[src/rtl/serial_frame_rx.sv]
// -----------------------------------------------------------------------------
// serial_frame_rx
//
// Serial-to-parallel frame receiver. Watches a 1-bit-per-clock stream (idle
// high), detects a start bit (0), assembles WIDTH data bits LSB first,
// optionally checks an even-parity bit, samples the stop bit (1), and then
// presents the word on a single-entry valid/ready buffer. Framing, parity and
// overrun errors are reported as one-cycle registered pulses.
//
// Optional feature macro:
//   SFRX_PARITY_EN  defined   -> PARITY state present; frames carry an even
//                                parity bit after the data; parity_err is live.
//                   undefined -> no parity bit; parity_err is tied 0.
//
// Parameters:
//   WIDTH       data bits per frame (2..32)
//
// Ports:
//   clk         rising-edge clock, one serial bit per cycle
//   rst_n       asynchronous active-low reset
//   sin         serial input stream, idle level 1
//   dout        received word, valid while dvalid=1
//   dvalid      dout holds an unconsumed word
//   dready      consumer accepts dout when dvalid && dready
//   busy        receiver is inside a frame or waiting out a break
//   frame_err   one-cycle pulse: stop bit sampled as 0
//   parity_err  one-cycle pulse: parity mismatch (0 without SFRX_PARITY_EN)
//   overrun     one-cycle pulse: completed word dropped, buffer full
// -----------------------------------------------------------------------------
module serial_frame_rx #(
  parameter int WIDTH = 8
) (
  input  logic             clk,
  input  logic             rst_n,
  input  logic             sin,
  output logic [WIDTH-1:0] dout,
  output logic             dvalid,
  input  logic             dready,
  output logic             busy,
  output logic             frame_err,
  output logic             parity_err,
  output logic             overrun
);

  localparam int CW = $clog2(WIDTH);
  localparam logic [CW-1:0] LAST_BIT = CW'(WIDTH - 1);

`ifdef SFRX_PARITY_EN
  typedef enum logic [2:0] {
    IDLE,
    DATA,
    PARITY,
    STOP,
    BREAK
  } state_e;
`else
  typedef enum logic [2:0] {
    IDLE,
    DATA,
    STOP,
    BREAK
  } state_e;
`endif

  state_e           state_q;
  logic [CW-1:0]    cnt_q;
  logic [WIDTH-1:0] shift_q;
  logic [WIDTH-1:0] dout_q;
  logic             dvalid_q;
  logic             ferr_q;
  logic             ovr_q;
`ifdef SFRX_PARITY_EN
  logic             perr_flag_q;   // parity failed for the frame in flight
  logic             perr_pulse_q;
`endif

  // A completed word may be written if the buffer is empty or is being
  // drained in this very cycle.
  logic buf_free_d;
  assign buf_free_d = !dvalid_q || dready;

  // NOTE: all state below uses non-blocking assignments so every register
  // samples the pre-edge values; blocking here would create ordering races.
  // NOTE: shift_q is a plain register (not a memory array), so it is reset
  // along with everything else at no cost.
  always_ff @(posedge clk or negedge rst_n) begin
    if (!rst_n) begin
      state_q      <= IDLE;
      cnt_q        <= '0;
      shift_q      <= '0;
      dout_q       <= '0;
      dvalid_q     <= 1'b0;
      ferr_q       <= 1'b0;
      ovr_q        <= 1'b0;
`ifdef SFRX_PARITY_EN
      perr_flag_q  <= 1'b0;
      perr_pulse_q <= 1'b0;
`endif
    end else begin
      // Error outputs are single-cycle pulses.
      ferr_q       <= 1'b0;
      ovr_q        <= 1'b0;
`ifdef SFRX_PARITY_EN
      perr_pulse_q <= 1'b0;
`endif

      // Consumer handshake; a delivery in the STOP branch below overrides it.
      if (dvalid_q && dready) begin
        dvalid_q <= 1'b0;
      end

      case (state_q)
        IDLE: begin
          if (!sin) begin
            state_q     <= DATA;
            cnt_q       <= '0;
`ifdef SFRX_PARITY_EN
            perr_flag_q <= 1'b0;
`endif
          end
        end

        DATA: begin
          shift_q[cnt_q] <= sin;
          if (cnt_q == LAST_BIT) begin
`ifdef SFRX_PARITY_EN
            state_q <= PARITY;
`else
            state_q <= STOP;
`endif
          end else begin
            cnt_q <= cnt_q + 1'b1;
          end
        end

`ifdef SFRX_PARITY_EN
        PARITY: begin
          // Even parity: parity bit equals the XOR of the data bits.
          perr_flag_q <= sin ^ (^shift_q);
          state_q     <= STOP;
        end
`endif

        STOP: begin
          if (sin) begin
            state_q <= IDLE;
`ifdef SFRX_PARITY_EN
            if (perr_flag_q) begin
              perr_pulse_q <= 1'b1;
            end else
`endif
            if (buf_free_d) begin
              dout_q   <= shift_q;
              dvalid_q <= 1'b1;
            end else begin
              ovr_q <= 1'b1;
            end
          end else begin
            // Bad stop bit wins over a parity failure; wait for line release.
            ferr_q  <= 1'b1;
            state_q <= BREAK;
          end
        end

        BREAK: begin
          if (sin) begin
            state_q <= IDLE;
          end
        end

        default: state_q <= IDLE;
      endcase
    end
  end

  assign dout      = dout_q;
  assign dvalid    = dvalid_q;
  assign busy      = (state_q != IDLE);
  assign frame_err = ferr_q;
  assign overrun   = ovr_q;
`ifdef SFRX_PARITY_EN
  assign parity_err = perr_pulse_q;
`else
  assign parity_err = 1'b0;
`endif

endmodule

[config.mk]
export PLATFORM = sky130hd
export DESIGN_NAME = serial_frame_rx
export DESIGN_NICKNAME = d
export VERILOG_FILES = /design/src/rtl/serial_frame_rx.sv
export SDC_FILE = /design/constraint.sdc
export NUM_CORES = 1
export LEC_CHECK = 0
export CORE_MARGIN = 8
export CORE_UTILIZATION = 45
export CTS_CLUSTER_DIAMETER = 150
export DETAILED_ROUTE_END_ITERATION = 10
export GPL_TIMING_DRIVEN = 0
export PLACE_DENSITY_LB_ADDON = 0.3
export REMOVE_ABC_BUFFERS = 1
export SYNTH_ARGS = -nofsm -noshare
export SYNTH_HDL_FRONTEND = slang
export SYNTH_SLANG_ARGS = --single-unit
[constraint.sdc]
create_clock -name clk -period 1.7 [get_ports clk]
set_input_delay 0.255 -clock clk [delete_from_list [all_inputs] [get_ports clk]]
set_output_delay 0.255 -clock clk [all_outputs]
set_load 0.02 [all_outputs]
==> run_results.csv <==
group,metric,value,unit
placed_design,dp.cells,120,
timing,fin_setup_tns,0,ns
setup_path,r2r_end,"dout[3]$_DFFE_PN0P_",
detailed_routing,drtIter0Drc,7,
detailed_routing,via_per_inst,5.42,
grt,grt_usage,0.0925,
cts,clk_latency,0.33,ns
setup_path,rr_startpoint,"state_q[0]$_DFFE_PN0P_",
grt,grt_pass1_wl,3080,um
final_layout,multi_input_area,434,um^2
final_layout,fin_nets,106,
final_layout,syn_to_final_growth,21.4,%
placed_design,gp_congestion,0.719,
cts,clk_root_buffer_cell,"clkbuf_4",
detailed_routing,wl_per_cell,13.9,um
synth,yosys-top-cells-area,"dfrtp_1, mux2_2, mux2_1",
timing,worstMarginPinSlew,1.02,ns
synth,synth_area,0.00107,mm^2
placed_design,dp_worst_setup_slack,-0.618,ns
final_layout,drive_gt1_frac,0.253,
placed_design,place_area,0.00122,mm^2
pwr,power_density,1780,mW/mm^2
synth,synth_top_area_frac,0.559,
timing,hold_violations,0,
synth,ys_ff_latch,24,
detailed_routing,ant_nets,0,
final_layout,n_fill_cell,200,
detailed_routing,num_vias,688,
timing,timing.hold.ws,0.467,ns
setup_path,ff2ff_path_depth,4,
setup_path,critical_path.max_fanout,2,
timing,slew_headroom,0.321,
final_layout,fin_area,0.00130,mm^2
final_layout,final_common_cell,"dfrtp_1",
timing,max_freq,629,MHz
setup_path,cp.arrival,1.33,ns
final_layout,final_cell_count_no_fill,127,
setup_path,crit_end,"busy",
floorplanning,die_height,64.8,um
detailed_routing,drc_errors,0,
cts,cts_max_path_buffers,2,
setup_path,cp-startpoint,"state_q[0]$_DFFE_PN0P_",
floorplanning,rows,17,
synth,synth_top_area_cell,"dfrtp_1",
setup_path,end_kind,"primary output",
pwr,leakage,0.588,nW
timing,fin_skew,0.0131,ns
final_layout,layout_common_cells,"dfrtp_1, clkdlybuf4s50_1, mux2_2, nor2_1",
placed_design,dpl.hpwl,1250,um
floorplanning,initial_core_util,0.481,
grt,grt-ovfl-total,0,
grt,antenna_found_initial,0,
min_path,hp-class,"primary input to asynchronous set/reset pin",
synth,ys_seq_area_frac,0.559,
floorplanning,io_pins,17,
setup_path,crit_path_start_kind,"register",
setup_path,crit_type,"register to primary output",
grt,grt_pass1_vias,692,
cts,ctsHoldBuffers,0,
cts,tritoncts,"yes",
floorplanning,dieWidth,64.8,um
setup_path,reg2reg_setup_slack,0.15,ns
floorplanning,core,0.00223,mm^2
detailed_routing,first_pass_iters,5,
timing,finalCriticalPeriod,1.59,ns
timing,setup_viol,0,
timing,finalCritPeriodShare,0.935,
cts,cts.sinks,24,
final_layout,antenna-diode-count,0,
status,status,"finished clean",
synth,synth_cells,83,
synth,ys_types,29,
timing,setup_ws,0.111,ns
cts,h-tree-depth,1,
detailed_routing,wl,1760,um
synth,syn_avg_cell_area,12.9,um^2
timing,rsz0062_at_grt,"no",
floorplanning,die_area,0.00420,mm^2
placed_design,port-buffer-count,15,
timing,maxSlewViolCount,0,
synth,yosysWarnings,0,
cts,clk_pin_slew,0.14,ns
run,drv.max_cap_violation_count,0,
cts,numCtsBuffers,3,
pwr,vdd_drop_max,0.973,mV
final_layout,regArea,603,um^2
grt,grt_max_degree,25,
setup_path,required,1.44,ns
what timing repair did:
action,in CTS,in global routing
buffers inserted,0,3
gates resized for setup,4,1
endpoints found under the setup margin,9,1
power by group:
group / internal, mW / total (mW) / switching, mW
Clock: 0.239 / 0.414 / 0.175
Sequential: 0.797 / 0.969 / 0.173
Combinational: 0.510 / 0.932 / 0.422
Total: 1.55 / 2.32 / 0.770
routing by layer:
layer	vias up	GRT usage	part of all wire
met5	-	0	0
met4	0	0.0654	0.030
met3	4	0.0361	0.070
met2	19	0.145	0.47
met1	342	0.100	0.43
li1	323	-	-
area by class of cell:
type,count,share of cell area
Sequential cell,24,0.463
Multi-Input combinational cell,51,0.333
Timing Repair Buffer,18,0.131
Tap cell,28,0.0269
Clock inverter,1,0.0230
Clock buffer,3,0.0173
Inverter,2,0.00576
cell usage after synthesis:
| cell type | number |
|---|---|
| mux2_2 | 12 |
| nor2b_1 | 2 |
| buf_4 | 2 |
| o21ai_0 | 1 |
| conb_1 | 1 |
| a22oi_1 | 2 |
| a21o_1 | 1 |
| or2_2 | 1 |
| nand2_1 | 3 |
| inv_1 | 2 |
| and3_1 | 1 |
| nor3b_1 | 2 |
| nor2_1 | 4 |
| ha_1 | 2 |
| a22o_1 | 1 |
| nand3b_1 | 3 |
| buf_6 | 1 |
| mux2_1 | 3 |
| buf_2 | 1 |
| nand3b_4 | 1 |
| nor3b_4 | 1 |
| o31ai_1 | 1 |
| nand3_1 | 1 |
| a21oi_1 | 2 |
| nor3_1 | 2 |
| clkbuf_1 | 2 |
| o2bb2ai_1 | 3 |
| dfrtp_1 | 24 |
| nand2b_1 | 1 |
registers in the layout, indices dropped and copies added (netlist names):
| signal | flops |
|---|---|
| dout | 8 |
| shift_q | 8 |
| cnt_q | 3 |
| state_q | 2 |
| dvalid | 1 |
| frame_err | 1 |
| overrun | 1 |
stage by stage:
stage / power [mW] / util
6_report: 2.32 / 0.584
3_5_place_dp: 1.90 / 0.546
3_3_place_gp: 1.86 / 0.546
2_1_floorplan: 1.59 / -
5_1_grt: 2.48 / 0.584
4_1_cts: 2.31 / 0.573
worst min-delay path by stage:
| stage | startpoint | to | slack, ns | cells after the start |
|---|---|---|---|---|
| after floorplan | rst_n | cnt_q[0]$_DFFE_PN0P_ | -0.04 | 0 |
| after global placement | shift_q[2]$_DFFE_PN0P_ | shift_q[2]$_DFFE_PN0P_ | 0.47 | 1 |
| after detailed placement | shift_q[6]$_DFFE_PN0P_ | shift_q[6]$_DFFE_PN0P_ | 0.48 | 1 |
| after CTS | shift_q[6]$_DFFE_PN0P_ | shift_q[6]$_DFFE_PN0P_ | 0.51 | 1 |
| after global routing | shift_q[4]$_DFFE_PN0P_ | shift_q[4]$_DFFE_PN0P_ | 0.53 | 1 |
| final | rst_n | cnt_q[1]$_DFFE_PN0P_ | 0.47 | 1 |
cells by family after synthesis:
family	count (synthesis)	synth area share
buffers and inverters	8	0.0431
other	1	0.00349
muxes	15	0.157
AOI/OAI and AO/OA	11	0.0746
DFF	24	0.559
and+or+nand+nor	22	0.139
adders and majority gates	2	0.0233
critical path, cell delays in order, from the launching register on:
cell and delay [ns]:
dfrtp_2 0.42, or2_2 0.28, dlygate4sd2_1 0.32
Note: power is estimated with default switching activity, not from simulation.
